$ cat config.mk
export PLATFORM = sky130hd
export DESIGN_NAME = load_store_unit
export DESIGN_NICKNAME = d
export VERILOG_FILES = /design/src/rtl/load_store_unit.sv
export SDC_FILE = /design/constraint.sdc
export NUM_CORES = 1
export LEC_CHECK = 0
export BUFFER_PORTS_ARGS = -buffer_cell sky130_fd_sc_hd__clkbuf_2
export CAP_MARGIN = 15
export CORE_ASPECT_RATIO = 1.1
export CORE_MARGIN = 10
export CORE_UTILIZATION = 50
export CTS_BUF_LIST = sky130_fd_sc_hd__clkbuf_4 sky130_fd_sc_hd__clkbuf_8
export DETAILED_ROUTE_END_ITERATION = 10
export PLACE_DENSITY_LB_ADDON = 0.25
export SLEW_MARGIN = 10
export SYNTH_ARGS = -nofsm -noshare
export SYNTH_HDL_FRONTEND = slang
export SYNTH_SLANG_ARGS = --single-unit
$ cat constraint.sdc
create_clock -name Clk -period 4.49 [get_ports Clk]
set_clock_uncertainty 0.2 [all_clocks]
set_input_delay 0.2245 -clock Clk [delete_from_list [all_inputs] [get_ports Clk]]
set_output_delay 0.2245 -clock Clk [all_outputs]
set_load 0.005 [all_outputs]
$ cat src/rtl/load_store_unit.sv
// rtl/load_store_unit.sv - load/store stage in front of DataMemory with partial-store read-modify-write
module load_store_unit #(
    parameter int BASE_WORD = 256,
    parameter int TOP_WORD  = 1023
) (
    input  logic        Clk,
    input  logic        Rst_n,
    input  logic        Req,
    input  logic        MemRead,
    input  logic        MemWrite,
    input  logic [1:0]  Size,
    input  logic        SignExt,
    input  logic [31:0] Addr,
    input  logic [31:0] WData,
    output logic        Ready,
    output logic        Done,
    output logic        Err,
    output logic [31:0] RData,
    output logic        Mem_We,
    output logic [9:0]  Mem_Addr,
    output logic [31:0] Mem_Din,
    input  logic [31:0] Mem_Dout
);

    typedef enum logic [2:0] {
        IDLE  = 3'd0,
        RD    = 3'd1,
        LDCAP = 3'd2,
        MERGE = 3'd3,
        WR    = 3'd4
    } state_t;

    localparam logic [1:0]  SZ_BYTE = 2'b00;
    localparam logic [1:0]  SZ_HALF = 2'b01;
    localparam logic [1:0]  SZ_WORD = 2'b10;
    localparam logic [10:0] BASE_W  = 11'(BASE_WORD);
    localparam logic [10:0] TOP_W   = 11'(TOP_WORD);

    state_t      state_q, state_d;
    logic        done_q, done_d;
    logic        err_q, err_d;
    logic [31:0] rdata_q, rdata_d;
    logic [9:0]  mem_addr_q, mem_addr_d;
    logic [1:0]  lane_q, lane_d;
    logic [1:0]  size_q, size_d;
    logic        sext_q, sext_d;
    logic [31:0] wdata_q, wdata_d;
    logic        load_q, load_d;

    logic        req_err;
    logic [10:0] word_idx;
    logic [7:0]  lane_byte;
    logic [15:0] lane_half;
    logic [31:0] load_val;
    logic [31:0] merged;

    // Every rejection is decided from the raw request so a bad access never reaches memory.
    always_comb begin
        word_idx = {1'b0, Addr[11:2]};
        req_err  = (MemRead == MemWrite)
                || (Size == 2'b11)
                || (Size == SZ_HALF && Addr[0])
                || (Size == SZ_WORD && Addr[1:0] != 2'b00)
                || (Addr[31:12] != 20'd0)
                || (word_idx < BASE_W)
                || (word_idx > TOP_W);
    end

    always_comb begin
        lane_byte = Mem_Dout[{lane_q, 3'b000} +: 8];
        lane_half = lane_q[1] ? Mem_Dout[31:16] : Mem_Dout[15:0];
        case (size_q)
            SZ_BYTE: load_val = {{24{sext_q & lane_byte[7]}}, lane_byte};
            SZ_HALF: load_val = {{16{sext_q & lane_half[15]}}, lane_half};
            default: load_val = Mem_Dout;
        endcase
    end

    always_comb begin
        merged = Mem_Dout;
        if (size_q == SZ_BYTE) begin
            merged[{lane_q, 3'b000} +: 8] = wdata_q[7:0];
        end else if (size_q == SZ_HALF) begin
            if (lane_q[1]) merged[31:16] = wdata_q[15:0];
            else           merged[15:0]  = wdata_q[15:0];
        end
    end

    always_comb begin
        state_d    = state_q;
        done_d     = 1'b0;
        err_d      = 1'b0;
        rdata_d    = rdata_q;
        mem_addr_d = mem_addr_q;
        lane_d     = lane_q;
        size_d     = size_q;
        sext_d     = sext_q;
        wdata_d    = wdata_q;
        load_d     = load_q;
        case (state_q)
            IDLE: begin
                if (Req) begin
                    if (req_err) begin
                        done_d = 1'b1;
                        err_d  = 1'b1;
                    end else begin
                        mem_addr_d = Addr[11:2];
                        lane_d     = Addr[1:0];
                        size_d     = Size;
                        sext_d     = SignExt;
                        wdata_d    = WData;
                        load_d     = MemRead;
                        // Only full-word stores can skip the read half of the access.
                        state_d    = (MemWrite && Size == SZ_WORD) ? WR : RD;
                    end
                end
            end
            RD:    state_d = load_q ? LDCAP : MERGE;
            LDCAP: begin
                rdata_d = load_val;
                done_d  = 1'b1;
                state_d = IDLE;
            end
            MERGE: begin
                done_d  = 1'b1;
                state_d = IDLE;
            end
            WR: begin
                done_d  = 1'b1;
                state_d = IDLE;
            end
            default: state_d = IDLE;
        endcase
    end

    always_ff @(posedge Clk or negedge Rst_n) begin
        if (!Rst_n) begin
            state_q    <= IDLE;
            done_q     <= 1'b0;
            err_q      <= 1'b0;
            rdata_q    <= 32'd0;
            mem_addr_q <= 10'd0;
            lane_q     <= 2'd0;
            size_q     <= 2'd0;
            sext_q     <= 1'b0;
            wdata_q    <= 32'd0;
            load_q     <= 1'b0;
        end else begin
            state_q    <= state_d;
            done_q     <= done_d;
            err_q      <= err_d;
            rdata_q    <= rdata_d;
            mem_addr_q <= mem_addr_d;
            lane_q     <= lane_d;
            size_q     <= size_d;
            sext_q     <= sext_d;
            wdata_q    <= wdata_d;
            load_q     <= load_d;
        end
    end

    // Write enable comes straight from state so an async reset kills it in the same cycle.
    assign Ready    = (state_q == IDLE);
    assign Mem_We   = (state_q == WR) || (state_q == MERGE);
    assign Mem_Din  = (state_q == MERGE) ? merged : wdata_q;
    assign Mem_Addr = mem_addr_q;
    assign Done     = done_q;
    assign Err      = err_q;
    assign RData    = rdata_q;

endmodule

==> results of run 1 <==
## logic make-up after synthesis
logic type	share of synthesized area [%]
buffers and inverters	3.54
adder cells (fa/ha/maj)	1.33
AO/OA/AOI/OAI	17.7
flip-flops	45.2
multiplexers	14.3
AND/OR/NAND/NOR	17.7
XOR/XNOR	0.186
## layer usage
metal / vias up / GRT usage (%) / routed length, um
li1: 2177 / - / -
met1: 2260 / 29.1 / 6600
met2: 288 / 38.9 / 8150
met3: 64 / 6.78 / 1490
met4: 0 / 13.4 / 882
met5: - / 0 / 0
## synthesized netlist by cell type (3+ instances only)
library cell	instances	area, um2
nand2_1	55	206
nor3_1	4	20.0
a22o_1	8	70.1
a22oi_1	24	180
nor4_1	5	31.3
a2111oi_0	8	70.1
o31ai_1	15	113
inv_1	3	11.3
a21oi_1	12	60.1
o21bai_1	7	52.6
nor2b_1	9	56.3
mux2_1	9	101
o21ai_0	21	105
clkbuf_1	21	78.8
a31o_2	3	26.3
a211oi_1	8	60.1
nor2_1	29	109
nand3_1	33	165
a221oi_1	7	61.3
and2_1	10	62.6
buf_4	3	22.5
dfrtp_1	85	2130
ha_1	5	62.6
mux2_2	48	541
nand2b_1	11	68.8
buf_2	4	20.0
## layout by cell type (no fill, tap or decap), types with 4 or more instances in the layout
| cell type | instances |
|---|---|
| clkbuf_2 | 180 |
| dfrtp_1 | 85 |
| dlygate4sd3_1 | 59 |
| nand2_1 | 55 |
| mux2_2 | 48 |
| nand3_1 | 33 |
| nor2_1 | 29 |
| a22oi_1 | 24 |
| o21ai_0 | 21 |
| o31ai_1 | 15 |
| a21oi_1 | 12 |
| nand2b_1 | 11 |
| and2_1 | 10 |
| nor2b_1 | 9 |
| mux2_1 | 9 |
| clkbuf_8 | 9 |
| a2111oi_0 | 8 |
| a211oi_1 | 8 |
| a22o_1 | 8 |
| o21bai_1 | 7 |
| a221oi_1 | 7 |
| nor4_1 | 5 |
| ha_1 | 5 |
| buf_4 | 5 |
| nor3_1 | 4 |
## repair_timing
item | CTS | global route
setup buffers | 0 | 0
hold buffers | 59 | 0
hold endpoints to repair | 145 | 0
## per-stage QoR
stage          util [%]  area, um2  worst slack (ps)  hold slack [ps]  power, mW
2_1_floorplan         -       4700              2170             -271      0.809
3_3_place_gp       60.8       5630              1170              243      0.892
3_5_place_dp       60.8       5630              1080              250      0.893
4_1_cts            69.1       6400               678            0.473       1.42
5_1_grt            69.4       6430               291             4.60       1.47
6_report           69.4       6430               558             4.40       1.42
## sequential cells by signal (all words and copies together) (netlist names), 2 cells and up
name	cells
RData	32
wdata_q	32
Mem_Addr	10
state_q	3
lane_q	2
size_q	2
## power groups by stage
stage                     Clock (mW)  Sequential [mW]  Combinational [mW]
after floorplan                    0            0.782              0.0269
after global placement             0            0.781               0.110
after detailed placement           0            0.781               0.112
after CTS                      0.504            0.766               0.153
after global routing           0.532            0.766               0.172
final                          0.493            0.766               0.158
## final cells by class
type | count | area, um2 | area share, %
diodes | 1 | 2.50 | 0.0389
multi-input cells | 349 | 2410 | 37.5
inverters | 3 | 11.3 | 0.175
repair buffers | 245 | 1560 | 24.2
flip-flops and latches | 85 | 2130 | 33.1
clock buffers | 9 | 124 | 1.93
well taps | 117 | 146 | 2.28
clock inverters | 7 | 48.8 | 0.759
## worst register-to-register path: stages, from the launching register on
cell and delay [ps]:
dfrtp_1 490, nor3_4 250, nand2_1 140, nor4_4 670
buf_4 570, mux2_2 410
## worst max path at each step
stage	slack (ps)	to
4_1_cts	680	Mem_Din[13]
6_report	560	Mem_Din[12]
3_5_place_dp	1080	Mem_Din[13]
2_1_floorplan	2170	Mem_Din[10]
3_3_place_gp	1170	Mem_Din[25]
5_1_grt	290	Mem_Din[13]
==> flow_metrics.py, run 1 <==
metrics = {
    "min_path": {
        "holdPathEnd": "RData[27]",
        "worstHoldStart": "Mem_Dout[27]",
        "min_path_type": "input pin to register",
        "min_path_cells": 3,
    },
    "power_and_ir_drop": {
        "sw_frac_of_total_pct": 25.6,
        "comb_power_share_pct": 11.2,
        "worst_ir_drop_vdd_mv": 0.144,
        "p_per_area_nw_per_um2": 221,
        "switching_power_uw": 363,
        "p_int_mw": 1.06,
        "seqPwrFrac_pct": 54.0,
        "clkPwrFrac_pct": 34.8,
        "p_leak_nw": 3.17,
    },
    "die": {
        "start_util_pct": 50.8,
        "rows": 37,
        "die-width_um": 112,
        "die_area_um2": 13700,
        "io_pins": 182,
        "core_area_um2": 9260,
        "die_h_um": 122,
    },
    "logic_synthesis": {
        "avgSynthCellArea_um2": 10.0,
        "synth_warnings": 0,
        "synthArstFlopShare_pct": 100,
        "synth-seq-area-share_pct": 45.2,
        "syn_nets": 578,
        "synth_seq_cells": 85,
        "synth_enable_flop_cells": 0,
        "yosysUniqueCellTypes": 45,
        "synth_top_flop_cell": "dfrtp_1",
        "syn_area_um2": 4700,
        "netlist_instances": 469,
    },
    "cts": {
        "clock_sinks": 85,
        "cts_tree": "done",
        "clock_latency_ps": 350,
        "root_buffer": "clkbuf_8",
        "h-tree-depth": 3,
        "clk_pin_slew_worst_paths_ps": 90,
        "clockBufferDepth": 2,
        "post_cts_resized": 0,
        "numCtsBuffers": 9,
    },
    "global_routing": {
        "grt_pass1_vias": 5075,
        "grt_max_degree": 86,
        "track_usage_pct": 24.3,
        "grt_pass1_wl_um": 27100,
        "globalRoute.totalOverflow": 0,
        "grt_antenna_before_repair": 1,
    },
    "sta": {
        "rsz0062_at_grt": "false",
        "tns_ps": 0,
        "slew_viol_final": 0,
        "fmax_mhz": 254,
        "period_needed_ps": 3930,
        "finalHoldViolCount": 0,
        "slew_headroom_pct": 29.4,
        "setup_viol": 0,
        "period_share_pct": 87.6,
        "worst_slew_pin_slew_ps": 1060,
    },
    "routing": {
        "ant_nets": 0,
        "post_drt_wl_per_cell_um": 21.0,
        "drt_first_iter_violations": 451,
        "drt-vias-per-instance": 5.87,
        "drc": 0,
        "postRouteWirelength_um": 17100,
        "firstDrtPassIters": 5,
        "num_vias": 4789,
    },
    "worst_setup_path": {
        "worstPathArrival_ps": 3510,
        "cp.depth": 7,
        "crit_path_end_kind": "primary output",
        "required_ps": 4070,
        "crit_buf_inv": 2,
        "worstPathCellList": "inv_1, ha_1, nand4b_1, nor3_1, a22oi_1, o21ai_0, clkbuf_2",
        "cp_slowest_stage_delay_ps": 980,
        "crit_type": "register to primary output",
        "reg2reg_from": "state_q[1]",
        "worst_setup_path_start_kind": "register",
        "slowest_stage": "dfrtp_1",
        "crit_start": "lane_q[1]",
        "reg2reg_depth": 5,
        "critPathTopFamily": "flip-flops",
        "ff2ff_setup_slack_ps": 1640,
        "crit_fanout": 30,
        "worst_r2r_endpoint": "wdata_q[15]",
    },
    "placement": {
        "place_inst": 739,
        "io_buffers": 181,
        "place.gp.congestion": 0.947,
        "place_hpwl_um": 12300,
    },
    "finish": {
        "instances_no_fill": 816,
        "nNetsFinal": 802,
        "drive_gt1_share_pct": 36.8,
        "final.fill_count": 732,
        "area_growth_pct": 36.6,
    },
    "status": {
        "status": "complete, no violations",
    },
    "job": {
        "max-cap-violations": 0,
    },
}
Power figures use the tool's default switching activity.
==> inputs of run 2 (changes only) <==
CORE_MARGIN = 3   (was 10)
==> flow_metrics.py, run 2 (synthesized netlist as in run 1, its figures left out) <==
metrics = {
    "die": {
        "io_pins": 182,
        "die-width_um": 98.5,
        "die_area_um2": 10600,
        "core_area_um2": 9010,
        "start_util_pct": 52.2,
        "rows": 36,
        "die_h_um": 108,
    },
    "min_path": {
        "min_path_type": "input pin to register",
    },
    "worst_setup_path": {
        "required_ps": 4070,
        "crit_fanout": 30,
        "worst_setup_path_start_kind": "register",
        "crit_path_end_kind": "primary output",
        "worstPathArrival_ps": 3470,
        "crit_type": "register to primary output",
    },
    "routing": {
        "ant_nets": 0,
        "post_drt_wl_per_cell_um": 19.0,
        "drt_first_iter_violations": 339,
        "postRouteWirelength_um": 15500,
        "num_vias": 4806,
        "drc": 0,
        "drt-vias-per-instance": 5.88,
        "firstDrtPassIters": 5,
    },
    "global_routing": {
        "grt_pass1_wl_um": 24400,
        "globalRoute.totalOverflow": 0,
        "track_usage_pct": 29.1,
        "grt_max_degree": 55,
        "grt_antenna_before_repair": 0,
        "grt_pass1_vias": 4714,
    },
    "finish": {
        "layout_commonest_cell": "clkbuf_2",
        "final_cell_mix": "clkbuf_2, dfrtp_1, dlygate4sd3_1",
        "final.fill_count": 676,
        "multi_input_area_um2": 2410,
        "seq_area_um2": 2130,
        "nNetsFinal": 807,
        "drive_gt1_share_pct": 36.4,
        "area_growth_pct": 37.8,
        "antenna_cells": 0,
    },
    "cts": {
        "cts_tree": "done",
        "clockBufferDepth": 2,
        "root_buffer": "clkbuf_8",
        "post_cts_resized": 0,
        "clock_latency_ps": 350,
        "h-tree-depth": 3,
        "clock_sinks": 85,
        "numCtsBuffers": 9,
        "clk_pin_slew_worst_paths_ps": 90,
    },
    "power_and_ir_drop": {
        "power_mw": 1.48,
        "p_leak_nw": 3.19,
        "worst_ir_drop_vdd_mv": 0.211,
        "p_per_area_nw_per_um2": 229,
    },
    "sta": {
        "worst_slew_pin_slew_ps": 1090,
        "period_needed_ps": 3900,
        "finalHoldViolCount": 0,
        "slew_headroom_pct": 27.1,
        "tns_ps": 0,
        "fmax_mhz": 256,
        "rsz0062_at_grt": "false",
        "slew_viol_final": 0,
        "setup_viol": 0,
        "period_share_pct": 86.8,
    },
    "status": {
        "status": "complete, no violations",
    },
    "placement": {
        "place.gp.congestion": 0.914,
        "io_buffers": 181,
        "place_hpwl_um": 10800,
    },
    "job": {
        "max-cap-violations": 0,
    },
}
[run 2: path summary, 6_finish.rpt]
| check | start | to | slack [ps] | depth (start not counted) |
|---|---|---|---|---|
| worst max-delay path | lane_q[1] | Mem_Din[25] | 590 | 6 |
| worst min-delay path | Mem_Dout[5] | RData[5] | 20 | 3 |
| worst max register to register | state_q[1] | wdata_q[29] | 1600 | 5 |
| worst min register to register | RData[2] | RData[2] | 290 | 2 |
| max in group asynchronous | Rst_n | wdata_q[19] | 2970 | 3 |
| min in group asynchronous | Rst_n | RData[11] | 260 | 2 |
[run 2: layout make-up]
| type | instances | area share [%] |
|---|---|---|
| Multi-Input combinational cell | 349 | 37.2 |
| Sequential cell | 85 | 32.8 |
| Timing Repair Buffer | 250 | 24.5 |
| Clock buffer | 12 | 2.36 |
| Tap cell | 114 | 2.20 |
| Clock inverter | 4 | 0.734 |
| Inverter | 3 | 0.174 |
[run 2: timing repair]
action | in CTS | in global routing
hold endpoints to repair | 119 | 0
endpoints found under the setup margin | 0 | 0
hold buffers | 65 | 0
setup buffers | 0 | 0
[run 2: worst max-delay path: stages, from the launching register on]
cell and delay, ps:
dfrtp_1 980, inv_1 290, ha_1 410, nor4b_2 660, a2111oi_0 280, o31ai_1 320
clkbuf_2 160
[run 2: power by group]
part	internal [mW]	leakage, nW	switching [mW]
logic	0.0878	2.03	0.0720
clock network	0.283	0.103	0.272
registers	0.766	1.06	0.000328
[run 2: per-stage QoR]
step | util, % | setup slack (ps) | hold WS, ps | instance area [um2] | cells
2_1_floorplan | - | 2170 | -271 | 4700 | 469
3_3_place_gp | 62.5 | 1150 | 107 | 5630 | 736
3_5_place_dp | 62.5 | 1030 | 108 | 5630 | 736
4_1_cts | 71.9 | 632 | 4.91 | 6480 | 817
5_1_grt | 71.9 | 287 | 25.5 | 6480 | 817
6_report | 71.9 | 591 | 20.2 | 6480 | 817
[run 2: per-layer routing]
layer  vias to the layer above  part of all wire (%)  global-route usage [%]
met5                         -                     0                       0
met4                         0                   5.6                    17.1
met3                        68                   9.4                    5.31
met2                       282                    47                    46.5
met1                      2261                    38                    37.0
li1                       2195                     -                       -
